`src/rtl/puf_pkg.sv`:
```
// Shared definitions for the arbiter PUF challenge path: controller FSM encoding and
// the default chain width, so the controller and the mux chain agree on N.
package puf_pkg;

  localparam int PUF_N = 128;

  typedef enum logic [1:0] {
    ST_IDLE   = 2'd0,
    ST_CLEAR  = 2'd1,
    ST_LAUNCH = 2'd2,
    ST_RESP   = 2'd3
  } puf_state_e;

endpackage

```
`src/rtl/puf_sync2.sv`:
```
// Two-flop synchroniser for the asynchronous arbiter latch output.
module puf_sync2 (
  input  logic clk,
  input  logic reset,
  input  logic d,
  output logic q
);

  logic meta_q;
  logic sync_q;

  always_ff @(posedge clk or posedge reset) begin
    if (reset) begin
      meta_q <= 1'b0;
      sync_q <= 1'b0;
    end else begin
      meta_q <= d;
      sync_q <= meta_q;
    end
  end

  assign q = sync_q;

endmodule

```
`src/rtl/puf_challenge_ctrl.sv`:
```
// Drives a challenge onto the arbiter PUF chain, runs VOTES clear/launch evaluations and
// returns the majority-voted response bit together with the count of evaluations reading 1.
//
//  state  | meaning
//  IDLE   | latch held in reset, waiting for a challenge
//  CLEAR  | latch held in reset for SETTLE_CYCLES
//  LAUNCH | race edge applied for SETTLE_CYCLES+2, sampled on the last cycle
//  RESP   | response presented until the consumer takes it
module puf_challenge_ctrl
  import puf_pkg::*;
#(
  parameter  int N             = PUF_N,
  parameter  int SETTLE_CYCLES = 8,
  parameter  int VOTES         = 5,
  localparam int CW            = $clog2(VOTES + 1)
) (
  input  logic          clk,
  input  logic          reset,
  input  logic          cmd_valid,
  output logic          cmd_ready,
  input  logic [N-1:0]  cmd_challenge,
  output logic          rsp_valid,
  input  logic          rsp_ready,
  output logic          rsp_bit,
  output logic [CW-1:0] rsp_ones,
  output logic [N-1:0]  puf_sel,
  output logic          puf_in,
  output logic          puf_reset,
  input  logic          puf_out
);

  localparam int             CNTW        = $clog2(SETTLE_CYCLES + 2);
  localparam logic [CNTW-1:0] CLEAR_LOAD  = CNTW'(SETTLE_CYCLES - 1);
  localparam logic [CNTW-1:0] LAUNCH_LOAD = CNTW'(SETTLE_CYCLES + 1);
  localparam logic [CW-1:0]   VOTES_C     = CW'(VOTES);
  localparam logic [CW-1:0]   HALF_C      = CW'(VOTES / 2);

  if ((VOTES % 2) == 0 || SETTLE_CYCLES < 1) begin : g_param_check
    $fatal(1, "puf_challenge_ctrl: VOTES must be odd and SETTLE_CYCLES at least 1");
  end

  puf_state_e      state_q, state_d;
  logic [CNTW-1:0] cnt_q, cnt_d;
  logic [CW-1:0]   votes_q, votes_d;
  logic [CW-1:0]   ones_q, ones_d;
  logic [N-1:0]    sel_q, sel_d;
  logic            puf_in_q, puf_in_d;
  logic            puf_reset_q, puf_reset_d;
  logic            rsp_valid_q, rsp_valid_d;
  logic            rsp_bit_q, rsp_bit_d;
  logic [CW-1:0]   rsp_ones_q, rsp_ones_d;
  logic [CW-1:0]   ones_inc, votes_inc;
  logic            sync_out;

  puf_sync2 u_sync (
    .clk   (clk),
    .reset (reset),
    .d     (puf_out),
    .q     (sync_out)
  );

  always_comb begin
    state_d     = state_q;
    cnt_d       = cnt_q;
    votes_d     = votes_q;
    ones_d      = ones_q;
    sel_d       = sel_q;
    puf_in_d    = puf_in_q;
    puf_reset_d = puf_reset_q;
    rsp_valid_d = rsp_valid_q;
    rsp_bit_d   = rsp_bit_q;
    rsp_ones_d  = rsp_ones_q;
    ones_inc    = ones_q + CW'(sync_out);
    votes_inc   = votes_q + CW'(1);

    case (state_q)
      ST_IDLE: begin
        if (cmd_valid) begin
          sel_d   = cmd_challenge;
          ones_d  = '0;
          votes_d = '0;
          cnt_d   = CLEAR_LOAD;
          state_d = ST_CLEAR;
        end
      end
      ST_CLEAR: begin
        if (cnt_q == '0) begin
          // launch and latch release switch on the same edge, so they never overlap
          state_d     = ST_LAUNCH;
          cnt_d       = LAUNCH_LOAD;
          puf_reset_d = 1'b0;
          puf_in_d    = 1'b1;
        end else begin
          cnt_d = cnt_q - CNTW'(1);
        end
      end
      ST_LAUNCH: begin
        if (cnt_q == '0) begin
          ones_d      = ones_inc;
          votes_d     = votes_inc;
          puf_in_d    = 1'b0;
          puf_reset_d = 1'b1;
          if (votes_inc == VOTES_C) begin
            state_d     = ST_RESP;
            rsp_valid_d = 1'b1;
            rsp_ones_d  = ones_inc;
            rsp_bit_d   = (ones_inc > HALF_C);
          end else begin
            state_d = ST_CLEAR;
            cnt_d   = CLEAR_LOAD;
          end
        end else begin
          cnt_d = cnt_q - CNTW'(1);
        end
      end
      ST_RESP: begin
        if (rsp_ready) begin
          state_d     = ST_IDLE;
          rsp_valid_d = 1'b0;
        end
      end
      default: state_d = ST_IDLE;
    endcase
  end

  always_ff @(posedge clk or posedge reset) begin
    if (reset) begin
      state_q     <= ST_IDLE;
      cnt_q       <= '0;
      votes_q     <= '0;
      ones_q      <= '0;
      sel_q       <= '0;
      puf_in_q    <= 1'b0;
      puf_reset_q <= 1'b1;
      rsp_valid_q <= 1'b0;
      rsp_bit_q   <= 1'b0;
      rsp_ones_q  <= '0;
    end else begin
      state_q     <= state_d;
      cnt_q       <= cnt_d;
      votes_q     <= votes_d;
      ones_q      <= ones_d;
      sel_q       <= sel_d;
      puf_in_q    <= puf_in_d;
      puf_reset_q <= puf_reset_d;
      rsp_valid_q <= rsp_valid_d;
      rsp_bit_q   <= rsp_bit_d;
      rsp_ones_q  <= rsp_ones_d;
    end
  end

  assign cmd_ready = (state_q == ST_IDLE);
  assign rsp_valid = rsp_valid_q;
  assign rsp_bit   = rsp_bit_q;
  assign rsp_ones  = rsp_ones_q;
  assign puf_sel   = sel_q;
  assign puf_in    = puf_in_q;
  assign puf_reset = puf_reset_q;

endmodule
```
`config.mk`:
```
export PLATFORM = sky130hd
export DESIGN_NAME = puf_challenge_ctrl
export DESIGN_NICKNAME = d
export VERILOG_FILES = /design/src/rtl/puf_pkg.sv /design/src/rtl/puf_sync2.sv /design/src/rtl/puf_challenge_ctrl.sv
export SDC_FILE = /design/constraint.sdc
export NUM_CORES = 1
export LEC_CHECK = 0
export ABC_AREA = 1
export CELL_PAD_IN_SITES_DETAIL_PLACEMENT = 0
export CELL_PAD_IN_SITES_GLOBAL_PLACEMENT = 2
export CORE_MARGIN = 2
export CORE_UTILIZATION = 29
export CTS_BUF_LIST = sky130_fd_sc_hd__clkbuf_2 sky130_fd_sc_hd__clkbuf_4 sky130_fd_sc_hd__clkbuf_8
export CTS_CLUSTER_DIAMETER = 80
export DETAILED_ROUTE_END_ITERATION = 7
export GPL_TIMING_DRIVEN = 0
export PLACE_DENSITY = 0.89
export SYNTH_ARGS = -nofsm -noshare
export SYNTH_HDL_FRONTEND = slang
export SYNTH_SLANG_ARGS = --single-unit
```
`constraint.sdc`:
```
create_clock -name clk -period 6.8 [get_ports clk]
set_input_delay 1.7 -clock clk [delete_from_list [all_inputs] [get_ports clk]]
set_output_delay 1.7 -clock clk [all_outputs]
set_load 0.01 [all_outputs]
```
==> results of run 1 <==
==> final cells by class <==
| type | instances | area (µm²) |
|---|---|---|
| sequential | 149 | 3730 |
| clock inverter | 15 | 137.6 |
| timing repair buffer | 269 | 2710 |
| multi-input combinational | 232 | 2426 |
| fill | 1991 | 11950 |
| buffer | 15 | 261.5 |
| inverter | 22 | 87.58 |
| clock buffer | 17 | 234.0 |
| tap | 280 | 350.3 |
==> state kept, by name (all words and copies together) (netlist names), 2 cells and up <==
name,flops
ones_q,3
puf_sel,128
state_q,2
cnt_q,4
rsp_ones,3
votes_q,3
==> how the worst max path moves through the flow <==
stage               startpoint            to  depth (start not counted)
floorplan                reset      cnt_q[0]                          1
global placement         reset  puf_sel[101]                          2
detailed placement   cmd_valid   puf_sel[46]                          5
CTS                 state_q[1]     cmd_ready                          3
global route        state_q[1]     cmd_ready                          3
finish              state_q[1]     cmd_ready                          3
==> kinds of logic after synthesis <==
kind of cell | count (synthesis) | share of synthesized area, %
DFF | 149 | 57.38
muxes | 128 | 29.10
and+or+nand+nor | 78 | 5.198
buffers and inverters | 37 | 5.294
AOI/OAI and AO/OA | 17 | 1.348
adders and majority gates | 8 | 1.540
xor gates and xnor gates | 1 | 0.1348
==> metal layers <==
metal  GRT usage, %  up-vias
met1          17.83     2146
li1               -     1984
met4          4.980        0
met2          25.21      178
met5              0        -
met3          4.425       22
==> Yosys cell counts <==
cell type  number  share of area (%)
xnor2_1         1               0.13
nand2_2         3               0.29
nor2_2          3               0.29
a21boi_0        1               0.12
buf_6           3               0.52
a21oi_1         2               0.15
mux2_4        120                 28
nor2_1          7               0.40
nand3b_4        1               0.31
inv_2           1              0.058
dfstp_2         1               0.40
buf_12         11                3.4
nand3_1         6               0.46
dfrtp_1       148                 57
o21ai_1         2               0.15
mux2_2          8                1.4
inv_1          21                1.2
nand3_2         1               0.15
o21ai_0        12               0.92
buf_4           1               0.12
nand2_1        57                3.3
ha_1            8                1.5
==> through the flow <==
step | util [%] | setup WS, ns | hold slack [ns] | area, µm²
floorplan | - | 1.094 | 0.3312 | 6500
global placement | 43.55 | -0.7090 | 0.3340 | 9533
detailed placement | 43.70 | 3.634 | 0.3401 | 9565
CTS | 45.39 | 3.209 | 0.3589 | 9937
global route | 45.39 | 3.135 | 0.3697 | 9937
finish | 45.39 | 3.232 | 0.3557 | 9937
==> worst register-to-register path, cell delays in order, from the launching register on <==
cell and delay [ns]:
dfrtp_1 0.44, inv_1 0.11, ha_1 0.27, nand2_2 0.15, buf_12 0.22, buf_12 0.19, mux2_4 0.31
==> where the power goes <==
part	leakage [nW]	internal, mW	switching [mW]	total, mW
registers	1.78	1.31	0.256	1.57
clock network	0.186	0.270	0.394	0.664
logic	2.65	1.51	0.854	2.36
==> results.toml, run 1 <==
[pwr]
leakagePower_nw = 4.615
power_mw = 4.596
power.density_nw_per_um2 = 462.5
ir_drop_mv = 0.1650

[setup_path]
crit_required_ns = 5.10
critPathMaxStageDelay_ns = 0.58
r2r_end = "puf_sel[53]"
crit_arrival_ns = 1.87
cp_max_fo = 5
cp_slowest_cell = "clkdlybuf4s50_1"
cp_cell_sequence = "inv_1, ha_1, clkdlybuf4s50_1"
r2r_start = "state_q[1]"
cp_top_family = "buffers and inverters"
r2r_slack_ns = 5.01
rr_worst_depth = 6
critPathLaunchType = "flip-flop"
path_buf_inv = 2
critPathKind = "flip-flop to primary output"
critPathCaptureType = "primary output"

[routing]
avgViaCountPerCell = 4.334
drtIter0Drc = 147
met2_length_um = 8731
top_layer_used = "met4"
drc = 0
met3_length_um = 1094
wirelength_um = 17250
num_vias = 4330
firstDrtPassIters = 4
wire_per_inst_um = 17.27
ant_nets = 0
wl_met1_um = 7077

[clocking]
cts_hold_buffers = 0
h-tree-depth = 4
cts_buffer_depth = 2
postCtsSetupBuffers = 0
cts-buffers-inserted = 17
cts_tree = "done"
root_buffer = "clkbuf_8"
clkTransAtPathRegs_ns = 0.09
post_cts_resized = 0
cts_sinks = 149
clk_latency_ns = 0.45

[logic_synthesis]
yosys_warnings = 0
yosysSeqAreaShare_pct = 57.38
synthCells = 418
synth-seq-cells = 149
synth_fp_nets = 559
synth_area_per_cell_um2 = 15.55
synth.distinct_cells = 22
synth_area_um2 = 6500

[placed_design]
dp_hpwl_um = 12890
gp_congestion = 0.7919
dp.cells = 967
port_buffers = 268

[global_routing]
antenna_found_initial = 0
gr-total-overflow = 0
grt_pass1_wl_um = 27400
grt_max_degree = 83
grt_use_total_pct = 14.77
first_global_vias = 4766

[timing]
tightest_slew_ns = 0.6424
rsz0062_at_grt = "false"
tns_ns = 0
setup_viol = 0
hold_viol = 0
finalCritPeriodShare_pct = 52.47
fmax_mhz = 280.3
fin_crit_ns = 3.568
clock_skew_ns = 0.01207
drv_slew = 0
slew_headroom_pct = 57.17

[layout]
area_growth_syn_to_layout_pct = 52.88
nets = 847
final_common_cell = "clkdlybuf4s50_1"
num_antenna_cells = 0
fin_cells = 999
drive_above_1_share_pct = 26.01
final_cell_mix = "clkdlybuf4s50_1 (268), dfrtp_1 (148), mux2_4 (120)"

[floorplanning]
die_area_um2 = 23630
die_y_um = 153.7
core_um2 = 21890
floorplan.rows = 54
io_pins = 269
fp.dieW_um = 153.7
initial_utilization_pct = 29.69

[flow_run]
maxCapViolCount = 0

[min_path]
hold_end = "u_sync.q"
hp-start = "u_sync.meta_q"
hold_path_class = "flip-flop to flip-flop"
holdPathStages = 0

[status]
status = "finished clean"
(Power assumes the default switching activity.)
==> run 2: changes to the inputs <==
Clock period 6.8 ns to 3.4 ns, I/O delays scaled along.
==> run 2 against run 1 <==
  * Utilization grew 0.27 points
  * Sequential share of layout area decreased by 0.23 points
  * Largest power group unchanged
  * Routed wire length is 1.0% lower
  * Cell count rose by 0.20%
  * Register-to-register slack worse by 3.3 ns
  * Clock power increased by 110%
  * Highest routed layer unchanged
  * Flip-flop and latch count is the same
  * Clock skew rose by 0.0021 ns
  * Die area unchanged
  * Critical path depth stayed put
  * Worst setup slack got worse by 2.5 ns
==> results.toml, run 2 (synthesized netlist as in run 1, its figures left out) <==
[setup_path]
critPathCaptureType = "primary output"
crit_required_ns = 2.55
r2r_start = "state_q[0]"
rr_worst_depth = 6
crit_arrival_ns = 1.81
critPathMaxStageDelay_ns = 0.57
critPathLaunchType = "flip-flop"
r2r_end = "puf_sel[57]"
cp-startpoint = "state_q[1]"
r2r_slack_ns = 1.66
cp_slowest_cell = "clkdlybuf4s50_1"
crit_end = "cmd_ready"
cp_max_fo = 5
critPathKind = "flip-flop to primary output"
cp_cell_sequence = "inv_1, ha_1, clkdlybuf4s50_1"

[clocking]
root_buffer = "clkbuf_8"
h-tree-depth = 4
clk_latency_ns = 0.45
cts_sinks = 149
post_cts_resized = 0
clkTransAtPathRegs_ns = 0.09
cts_tree = "done"
postCtsSetupBuffers = 0
cts_buffer_depth = 2
cts-buffers-inserted = 17
cts_hold_buffers = 0

[global_routing]
gr-total-overflow = 0
first_global_vias = 4685
grt_max_degree = 43
antenna_found_initial = 0
grt_use_total_pct = 14.70
grt_pass1_wl_um = 27280

[pwr]
power.density_nw_per_um2 = 924.4
leakagePower_nw = 4.645
ir_drop_mv = 0.3347
power_mw = 9.242

[routing]
wirelength_um = 17080
num_vias = 4295
firstDrtPassIters = 5
drtIter0Drc = 175
wire_per_inst_um = 17.06
drc = 0
ant_nets = 0
avgViaCountPerCell = 4.291

[floorplanning]
die_area_um2 = 23630
fp.dieW_um = 153.7
die_y_um = 153.7
io_pins = 269
floorplan.rows = 54
initial_utilization_pct = 29.69
core_um2 = 21890

[timing]
rsz0062_at_grt = "false"
fin_crit_ns = 2.659
worst_slack_ns = 0.7409
drv_slew = 0
tightest_slew_ns = 0.7485
hold_viol = 0
timing.hold.ws_ns = 0.3559
fmax_mhz = 376.1
finalCritPeriodShare_pct = 78.21
tns_ns = 0
slew_headroom_pct = 49.99
setup_viol = 0
clock_skew_ns = 0.01415

[layout]
final_common_cell = "clkdlybuf4s50_1"
fillers = 1930
drive_above_1_share_pct = 26.21
num_antenna_cells = 0
area_growth_syn_to_layout_pct = 53.80
fin_cells = 1001
final_cell_mix = "clkdlybuf4s50_1 (268), dfrtp_1 (148), mux2_4 (120)"
largest_reg_flops = 128
nets = 849

[min_path]
hp-start = "u_sync.meta_q"
hold_path_class = "flip-flop to flip-flop"

[placed_design]
dp.cells = 969
port_buffers = 268
dp_hpwl_um = 13130
gp_congestion = 0.8024
pre_cts_slack_ns = 1.000

[status]
status = "finished clean"

[flow_run]
maxCapViolCount = 0
## run 2: routing by layer
| metal | global-route usage [%] | share of wire, % |
|---|---|---|
| met4 | 4.107 | 1.4 |
| met3 | 4.340 | 5.6 |
| met5 | 0 | 0 |
| met1 | 17.92 | 41 |
| met2 | 25.35 | 52 |
## run 2: where the power goes
| part | switching [mW] | total [mW] | leakage (nW) | internal [mW] |
|---|---|---|---|---|
| clock | 0.804 | 1.38 | 0.204 | 0.575 |
| sequential | 0.506 | 3.13 | 1.78 | 2.62 |
| combinational | 1.71 | 4.73 | 2.67 | 3.02 |
## run 2: how the worst min path moves through the flow
stage,endpoint,slack (ns),depth (start not counted)
after global placement,u_sync.q,0.33,0
final,u_sync.q,0.36,0
after floorplan,u_sync.q,0.33,0
after CTS,u_sync.q,0.36,0
after detailed placement,u_sync.q,0.34,0
after global routing,u_sync.q,0.36,0
## run 2: layout make-up
| cell class | count | area, µm² | share of cell area [%] |
|---|---|---|---|
| multi-input combinational | 232 | 2426 | 24.27 |
| clock inverter | 14 | 152.6 | 1.527 |
| tap | 280 | 350.3 | 3.504 |
| buffer | 15 | 261.5 | 2.616 |
| inverter | 22 | 86.33 | 0.8636 |
| clock buffer | 18 | 247.7 | 2.478 |
| sequential | 149 | 3730 | 37.31 |
| timing repair buffer | 271 | 2743 | 27.43 |
## run 2: per-stage QoR
stage          area, µm²  utilization, %
2_1_floorplan       6504               -
3_3_place_gp        9537           43.56
3_5_place_dp        9597           43.84
4_1_cts             9997           45.67
5_1_grt             9997           45.67
6_report            9997           45.67
## run 2: critical path: cells and delay by family, from the launching register on
| family | cells | cell delay (ns) |
|---|---|---|
| flops | 1 | 0.44 |
| buf+inv | 2 | 0.68 |
| fa+ha+maj | 1 | 0.25 |
==> run 3: changes to the inputs <==
Settings changed: CORE_UTILIZATION 29 to 26, PLACE_DENSITY 0.89 to 0.85.
Clock period 3.4 ns to 2.2 ns, I/O delays scaled along.
==> run 3 against run 2 <==
  * Global-route usage fell by 2.3 points
  * Critical path depth fell by 2
  * Total power rose by 53%
  * Design area rose by 0.45%
  * Count of clock-buffer cells in the layout did not move
  * First-iteration DRC count did not move
  * Cell count rose by 4.5%
  * Flip-flop and latch count did not move
  * Highest routed layer unchanged
==> results.toml, run 3 (synthesized netlist as in run 1, its figures left out) <==
[status]
status = "finished clean"

[pwr]
ir_drop_mv = 0.5323
p_seq_share_pct = 34.0
power.share.clock_pct = 14.5
p_sw_mw = 4.524
power.density_nw_per_um2 = 1404
swShare_pct = 32.10
p_int_mw = 9.572
leakagePower_nw = 4.636
combPwrFrac_pct = 51.5

[clocking]
clkTransAtPathRegs_ns = 0.09
cts_sinks = 149
clk_latency_ns = 0.45
root_buffer = "clkbuf_8"
postCtsSetupBuffers = 0
cts_tree = "done"
cts_buffer_depth = 2
h-tree-depth = 4
cts-buffers-inserted = 17

[setup_path]
path_buf_inv = 1
r2r_start = "state_q[0]"
cp_cell_sequence = "clkdlybuf4s50_1"
crit_arrival_ns = 1.51
critPathCaptureType = "primary output"
cp_max_fo = 2
cp_slowest_cell = "dfstp_2"
critPathKind = "flip-flop to primary output"
rr_worst_depth = 6
r2r_slack_ns = 0.55
cp_top_family = "flip-flops"
critPathLaunchType = "flip-flop"
critPathMaxStageDelay_ns = 0.54
crit_required_ns = 1.65
r2r_end = "puf_sel[125]"

[global_routing]
grt_use_total_pct = 12.44
first_global_vias = 4466
gr-total-overflow = 0
grt_pass1_wl_um = 25240
grt_max_degree = 40
antenna_found_initial = 0

[routing]
drc = 0
wire_per_inst_um = 15.59
firstDrtPassIters = 4
wirelength_um = 16310
ant_nets = 0
drtIter0Drc = 175
avgViaCountPerCell = 4.025
num_vias = 4210

[min_path]
hold_end = "u_sync.q"
hp-start = "u_sync.meta_q"
hold_path_class = "flip-flop to flip-flop"
holdPathStages = 0

[timing]
tightest_slew_ns = 0.4137
fin_crit_ns = 2.062
tns_ns = 0
rsz0062_at_grt = "false"
slew_headroom_pct = 72.36
setup_viol = 0
finalCritPeriodShare_pct = 93.72
hold_viol = 0
clock_skew_ns = 0.01889
fmax_mhz = 485.0
drv_slew = 0

[floorplanning]
core_um2 = 24460
io_pins = 269
fp.dieW_um = 162.1
die_y_um = 162.1
initial_utilization_pct = 26.57
die_area_um2 = 26280
floorplan.rows = 57

[placed_design]
dp_hpwl_um = 12400
gp_congestion = 0.7654
dp.cells = 1014
port_buffers = 268

[flow_run]
maxCapViolCount = 0

[layout]
drive_above_1_share_pct = 26.45
num_antenna_cells = 0
nets = 850
largest_reg_flops = 128
area_growth_syn_to_layout_pct = 54.49
final_cell_mix = "clkdlybuf4s50_1 (267), dfrtp_1 (148), mux2_4 (120)"
final_common_cell = "clkdlybuf4s50_1"
fin_cells = 1046
[run 3: how the worst max path moves through the flow]
stage                          to  cells after the start        from  slack [ns]
floorplan                cnt_q[0]                      1       reset       -0.22
global placement    u_sync.meta_q                      2       reset       -1.72
detailed placement  u_sync.meta_q                      5       reset        0.20
CTS                     puf_reset                      1   puf_reset        0.08
global route            cmd_ready                      3  state_q[1]        0.03
finish                  puf_reset                      1   puf_reset        0.14
[run 3: cell type report]
cell class / count / area, µm²
clock buffers: 18 / 241.5
inverters: 22 / 86.33
clock inverters: 14 / 127.6
repair buffers: 272 / 2761
fillers: 2258 / 14420
multi-input cells: 232 / 2429
flip-flops and latches: 149 / 3730
plain buffers: 15 / 261.5
well taps: 324 / 405.4
[run 3: power groups by stage]
stage	sequential, mW	combinational, mW	clock [mW]
after floorplan	5.37	3.35	0
after global placement	4.82	7.30	0
after detailed placement	4.84	7.36	0
after CTS	4.81	7.38	2.15
after global routing	4.96	7.75	2.29
final	4.80	7.26	2.04
[run 3: repair_timing]
| action | in CTS | in global routing |
|---|---|---|
| hold buffers | 0 | 0 |
| gates resized for setup | 2 | 0 |
| setup endpoints to repair | 1 | 0 |
[run 3: metrics by stage]
step	power (mW)	hold WS, ns	util, %	worst slack [ns]	instance area [µm²]
2_1_floorplan	8.723	0.3312	-	-0.2242	6504
3_3_place_gp	12.12	0.3394	39.21	-1.716	9592
3_5_place_dp	12.19	0.3404	39.54	0.2009	9672
4_1_cts	14.34	0.3644	41.05	0.08286	10040
5_1_grt	15.00	0.3751	41.05	0.02850	10040
6_report	14.10	0.3592	41.05	0.1381	10040
[run 3: layer usage]
layer | global-route usage [%] | wire, µm
met5 | 0 | 0
met4 | 2.896 | 137
met3 | 4.545 | 1241
met2 | 20.81 | 7862
met1 | 15.35 | 7070
